`config.mk`:
```
export PLATFORM = sky130hd
export DESIGN_NAME = pellet_map_ctrl
export DESIGN_NICKNAME = d
export VERILOG_FILES = /design/src/rtl/pellet_map_ctrl.sv
export SDC_FILE = /design/constraint.sdc
export NUM_CORES = 1
export LEC_CHECK = 0
export BUFFER_PORTS_ARGS = -buffer_cell sky130_fd_sc_hd__buf_4
export CAP_MARGIN = 10
export CORE_ASPECT_RATIO = 1.5
export CORE_MARGIN = 1
export CORE_UTILIZATION = 51
export DETAILED_ROUTE_END_ITERATION = 16
export PLACE_DENSITY = 0.73
export SLEW_MARGIN = 20
export SYNTH_ARGS = -nofsm -noshare
export SYNTH_HDL_FRONTEND = slang
export SYNTH_SLANG_ARGS = --single-unit
export TNS_END_PERCENT = 100
```
`constraint.sdc`:
```
create_clock -name Clk -period 3.9 [get_ports Clk]
set_input_delay 0.195 -clock Clk [delete_from_list [all_inputs] [get_ports Clk]]
set_output_delay 0.195 -clock Clk [all_outputs]
set_load 0.02 [all_outputs]
```
`src/rtl/pellet_map_ctrl.sv`:
```
// Pellet map sequencer: loads the 36x28 pellet RAM from the layout ROM, then arbitrates its single port.
// Latency: video lookup answers 1 cycle after request; eat acks 1 cycle after grant plus any video stall in EAT_WR.
// Backpressure: video has fixed priority and is never stalled; eat_req is held by the requester until eat_ack.
module pellet_map_ctrl #(
  parameter int ROWS = 36,
  parameter int COLS = 28,
  parameter int AW   = 10
) (
  input  logic          Clk,
  input  logic          Reset,
  input  logic          level_start,
  output logic [AW-1:0] layout_addr,
  input  logic          layout_bit,
  output logic [AW-1:0] mem_addr,
  output logic          mem_we,
  output logic          mem_wdata,
  input  logic          mem_rdata,
  input  logic          vid_req,
  input  logic [5:0]    vid_row,
  input  logic [4:0]    vid_col,
  output logic          vid_valid,
  output logic          vid_pellet,
  input  logic          eat_req,
  input  logic [5:0]    eat_row,
  input  logic [4:0]    eat_col,
  output logic          eat_ack,
  output logic          eat_hit,
  output logic          busy,
  output logic [9:0]    pellets_left,
  output logic          level_clear
);

  localparam logic [2:0] S_IDLE    = 3'd0;
  localparam logic [2:0] S_FILL    = 3'd1;
  localparam logic [2:0] S_SERVE   = 3'd2;
  localparam logic [2:0] S_EAT_CHK = 3'd3;
  localparam logic [2:0] S_EAT_WR  = 3'd4;

  // idx reaches this value in the cycle that writes the last tile (idx-1 = 1007)
  localparam logic [AW-1:0] FILL_LAST = AW'(ROWS * COLS);
  localparam logic [5:0]    ROWS_W    = 6'(ROWS);
  localparam logic [4:0]    COLS_W    = 5'(COLS);

  // row*28 + col built from shifts so no multiplier is needed
  function automatic logic [AW-1:0] tile_addr(input logic [5:0] r, input logic [4:0] c);
    return AW'({r, 4'b0000}) + AW'({r, 3'b000}) + AW'({r, 2'b00}) + AW'(c);
  endfunction

  logic [2:0]    state, state_n;
  logic [AW-1:0] idx;
  logic          vid_rd_q;    // last cycle's video request actually read the RAM
  logic          eat_oor_q;   // eat in EAT_CHK was out of range, answer without the RAM
  logic          idle_ack_q;  // eat acknowledged while the map is not loaded
  logic          fill_inc;
  logic          eat_dec;
  logic          eat_ack_c;
  logic          eat_hit_c;

  logic [AW-1:0] vid_addr, eat_addr;
  logic          vid_in_range, eat_in_range, serve_grp, vid_ram_rd;

  assign vid_addr     = tile_addr(vid_row, vid_col);
  assign eat_addr     = tile_addr(eat_row, eat_col);
  assign vid_in_range = (vid_row < ROWS_W) && (vid_col < COLS_W);
  assign eat_in_range = (eat_row < ROWS_W) && (eat_col < COLS_W);
  assign serve_grp    = (state == S_SERVE) || (state == S_EAT_CHK) || (state == S_EAT_WR);
  // video owns the port whenever it asks; eat writes only happen with vid_req low
  assign vid_ram_rd   = serve_grp && vid_req && vid_in_range;

  assign busy       = (state == S_FILL);
  assign vid_pellet = vid_rd_q & mem_rdata;
  assign eat_ack    = eat_ack_c;
  assign eat_hit    = eat_hit_c;

  // Next-state, RAM/ROM port muxing and eat completion
  always_comb begin
    state_n     = state;
    layout_addr = '0;
    mem_addr    = '0;
    mem_we      = 1'b0;
    mem_wdata   = 1'b0;
    eat_ack_c   = idle_ack_q;
    eat_hit_c   = 1'b0;
    fill_inc    = 1'b0;
    eat_dec     = 1'b0;
    if (vid_ram_rd) mem_addr = vid_addr;
    case (state)
      S_IDLE: ;
      S_FILL: begin
        layout_addr = idx;
        if (idx != '0) begin
          mem_addr  = idx - AW'(1);
          mem_we    = 1'b1;
          mem_wdata = layout_bit;
          fill_inc  = layout_bit;
        end
        if (idx == FILL_LAST) state_n = S_SERVE;
      end
      S_SERVE: begin
        if (eat_req) begin
          if (!eat_in_range) begin
            state_n = S_EAT_CHK;
          end else if (!vid_req) begin
            mem_addr = eat_addr;
            state_n  = S_EAT_CHK;
          end
        end
      end
      S_EAT_CHK: begin
        if (eat_oor_q || !mem_rdata) begin
          eat_ack_c = 1'b1;
          state_n   = S_SERVE;
        end else if (!vid_req) begin
          mem_addr  = eat_addr;
          mem_we    = 1'b1;
          eat_ack_c = 1'b1;
          eat_hit_c = 1'b1;
          eat_dec   = 1'b1;
          state_n   = S_SERVE;
        end else begin
          state_n = S_EAT_WR;
        end
      end
      S_EAT_WR: begin
        // pellet already confirmed present; nobody else writes, so no re-read
        if (!vid_req) begin
          mem_addr  = eat_addr;
          mem_we    = 1'b1;
          eat_ack_c = 1'b1;
          eat_hit_c = 1'b1;
          eat_dec   = 1'b1;
          state_n   = S_SERVE;
        end
      end
      default: state_n = S_IDLE;
    endcase
    // level_start aborts whatever is in flight: no ack, no write
    if (level_start) begin
      state_n   = S_FILL;
      mem_we    = 1'b0;
      mem_wdata = 1'b0;
      eat_ack_c = 1'b0;
      eat_hit_c = 1'b0;
      fill_inc  = 1'b0;
      eat_dec   = 1'b0;
    end
  end

  // State, fill counter, pellet bookkeeping and response strobes
  always_ff @(posedge Clk) begin
    if (Reset) begin
      state        <= S_IDLE;
      idx          <= '0;
      pellets_left <= '0;
      level_clear  <= 1'b0;
      vid_valid    <= 1'b0;
      vid_rd_q     <= 1'b0;
      eat_oor_q    <= 1'b0;
      idle_ack_q   <= 1'b0;
    end else begin
      state <= state_n;
      if (state == S_FILL && state_n == S_FILL && !level_start)
        idx <= idx + AW'(1);
      else
        idx <= '0;
      if (level_start)
        pellets_left <= '0;
      else if (fill_inc)
        pellets_left <= pellets_left + 10'd1;
      else if (eat_dec && pellets_left != '0)
        pellets_left <= pellets_left - 10'd1;
      if (level_start)
        level_clear <= 1'b0;
      else if (serve_grp && pellets_left == '0)
        level_clear <= 1'b1;
      vid_valid  <= vid_req;
      vid_rd_q   <= vid_ram_rd;
      eat_oor_q  <= (state == S_SERVE) && eat_req && !eat_in_range;
      idle_ack_q <= (state == S_IDLE) && eat_req && !idle_ack_q && !level_start;
    end
  end

endmodule

```
==> flow_summary.ini <==
[sta]
period_minus_slack_ns = 3.29
maxClockFrequency_ghz = 0.304
rsz0062_at_grt = false
relSlewSlack_pct = 38.5
finalSetupTns_ns = 0
worst_clock_skew_ns = 0.00601
maxSlewViolCount = 0
hold_violations = 0
fin_crit_sh_pct = 84.3
tightestPinTransition_ns = 0.922
finalSetupViolations = 0

[global_routing]
gr-usage-all-layers_pct = 23.6
grt_pass1_wl_um = 12200
grt_max_degree = 15
grt_overflow = 0
antenna_found_initial = 0
grt_pass1_vias = 2791

[cells_and_area]
antenna_cells = 0
synthToLayoutAreaGrowth_pct = 17.6
fin_area_um2 = 3720
layout_common_cells = buf_4 (67), inv_1 (46), nor2_1 (41)
post-route-util_pct = 63.3
final_common_cell = buf_4
layout-drive-gt1-share_pct = 18.0
nets = 520
fin_cells = 505

[placed_design]
placedCellCount = 502
placed_area_um2 = 3680
dp_hpwl_um = 6080
port_buffers = 66
gp_congestion = 0.857

[yosys]
yosysSeqAreaShare_pct = 17.7
synthesis.nets = 460
synthFlopType = dfxtp_1
synth_warnings = 0
synth-edff-count = 0
synth_area_leaders = dfxtp_1 (18%), ha_1 (15%), fa_1 (11%)
synth_top_cell_area_share_pct = 17.7
yosys.area.top_type = dfxtp_1
syn_avg_cell_area_um2 = 8.43
ys_ff_latch = 28
syn_inst = 375
ys_async_sr_fraction_pct = 0
synth.distinct_cells = 59
synthesis.area_um2 = 3160

[hold_path]
holdPathStages = 2
hp-class = input pin to flop

[power]
combPwrFrac_pct = 38.5
p_clk_share_pct = 21.5
power_density_nw_per_um2 = 195
switchingPower_mw = 0.238
swShare_pct = 32.8
ir_drop_mv = 0.128
pwr-share-seq_pct = 39.9
leakagePower_nw = 1.83
p_int_mw = 0.487

[run_status]
outcome = completed

[clocking]
cts_tree = yes
cts_buffers = 3
post_cts_resize_count = 0
clkSlewWorstSetupHoldPaths_ns = 0.09
cts_root_buffer = clkbuf_8
clock_path_buffers = 2
clock_latency_ns = 0.27
cts_sinks = 28
post-cts-setup-buffer-count = 0
ctsHoldBuffers = 0
htreeDepth = 1

[worst_setup_path]
setup.worst_path.start_class = flop
worstSetupEndpoint = pellets_left[7]$_SDFFE_PP0P_
cp_cell_sequence = inv_1 > ha_1 > or3b_4 > o311ai_4 > ha_1 > a211o_1 > a211o_1 > a211oi_1 > o31a_1 > a21oi_1
rr_startpoint = idx[0]$_SDFF_PP0_
regToRegSetupSlack_ns = 0.61
crit_start = idx[0]$_SDFF_PP0_
cp_max_fo = 11
cp.required_ns = 4.06
reg2reg_depth = 10
worst-setup-path-type = flop to flop
endpoint_kind = flop
reg2reg_to = pellets_left[7]$_SDFFE_PP0P_
slowest_stage = o311ai_4
crit_path_max_incr_delay_ns = 0.59
cp.arrival_ns = 3.45

[detailed_routing]
wl_per_cell_um = 14.4
route.met3.wl_um = 212
vias = 2833
route.top_layer_used = met4
drc = 0
m1WireLength_um = 2870
drt-initial-drc-count = 136
routed-wl-met2_um = 4080
ant_nets = 0
viasPerCell = 5.61
drt-pass1-iter-count = 4
drt-total-wl_um = 7280

[floorplanning]
rows = 34
fp.dieH_um = 98.4
die-area_um2 = 6520
start_util_pct = 53.9
die_w_um = 66.3
pin_count = 67
core-area_um2 = 5870

[job]
cap_violations = 0
power by group through the flow:
stage	sequential, mW	clock, mW	combinational (mW)
finish	0.289	0.156	0.279
global route	0.290	0.173	0.318
CTS	0.289	0.165	0.285
detailed placement	0.296	0	0.282
global placement	0.296	0	0.276
floorplan	0.297	0	0.195
layer usage:
layer / up-vias / track usage (%)
li1: 1424 / -
met1: 1349 / 25.5
met2: 52 / 46.2
met3: 8 / 1.97
met4: 0 / 7.20
met5: - / 0
cells by family after synthesis:
family / count (synthesis) / share of synthesized area [%]
and+or+nand+nor: 117 / 19.4
AOI/OAI and AO/OA: 83 / 19.6
buffers and inverters: 60 / 8.19
adders and majority gates: 56 / 26.2
DFF: 28 / 17.7
xor gates and xnor gates: 24 / 6.65
muxes: 7 / 2.22
registers in the layout, indices dropped and copies added (netlist names):
name	cells
pellets_left	10
level_clear	1
state	3
idx	10
vid_rd_q	1
eat_oor_q	1
idle_ack_q	1
vid_valid	1
critical path, delay by kind of cell (launching register included):
kind	cells	cell delay (ns)
AO/OA/AOI/OAI	6	1.73
adder cells (fa/ha/maj)	2	0.54
buffers and inverters	1	0.10
flip-flops	1	0.39
AND/OR/NAND/NOR	1	0.41
how the worst min path moves through the flow:
stage | start | to | slack, ns
2_1_floorplan | Reset | vid_valid$_SDFF_PP0_ | 0.26
3_3_place_gp | Reset | state[0]$_SDFF_PP0_ | 0.43
3_5_place_dp | Reset | state[0]$_SDFF_PP0_ | 0.43
4_1_cts | Reset | state[0]$_SDFF_PP0_ | 0.13
5_1_grt | Reset | state[0]$_SDFF_PP0_ | 0.13
6_report | Reset | state[0]$_SDFF_PP0_ | 0.14
Yosys cell counts, drive strengths merged (2+ instances only):
cell type	instances
fa	17
or3	4
nand2b	8
xnor2	18
and2	9
ha	39
nand2	12
o21bai	3
a21oi	19
o21ai	8
xor2	6
o211ai	3
o221ai	2
nor4	3
clkbuf	5
mux2i	7
or2	2
a211oi	6
and4	2
a31oi	5
a22oi	2
nor2	41
or3b	2
dfxtp	28
o21a	3
nor3b	2
a221o	7
nor2b	7
nand4	5
a21o	9
nor3	6
o31a	2
and3	6
buf	7
a211o	4
inv	47
nand3	5
final cells by class:
cell class / count / area [µm²]
Clock buffer: 3 / 41.3
Fill cell: 531 / 2150
Inverter: 48 / 180
Multi-Input combinational cell: 287 / 2340
Sequential cell: 28 / 561
Tap cell: 72 / 90.1
Timing Repair Buffer: 67 / 503
through the flow:
stage	hold slack, ns	power, mW	setup WS, ns
floorplan	0.262	0.492	0.911
finish	0.143	0.725	0.613
CTS	0.126	0.739	0.614
global placement	0.427	0.572	0.699
detailed placement	0.428	0.578	0.612
global route	0.132	0.781	0.408
Note: power is estimated with default switching activity, not from simulation.
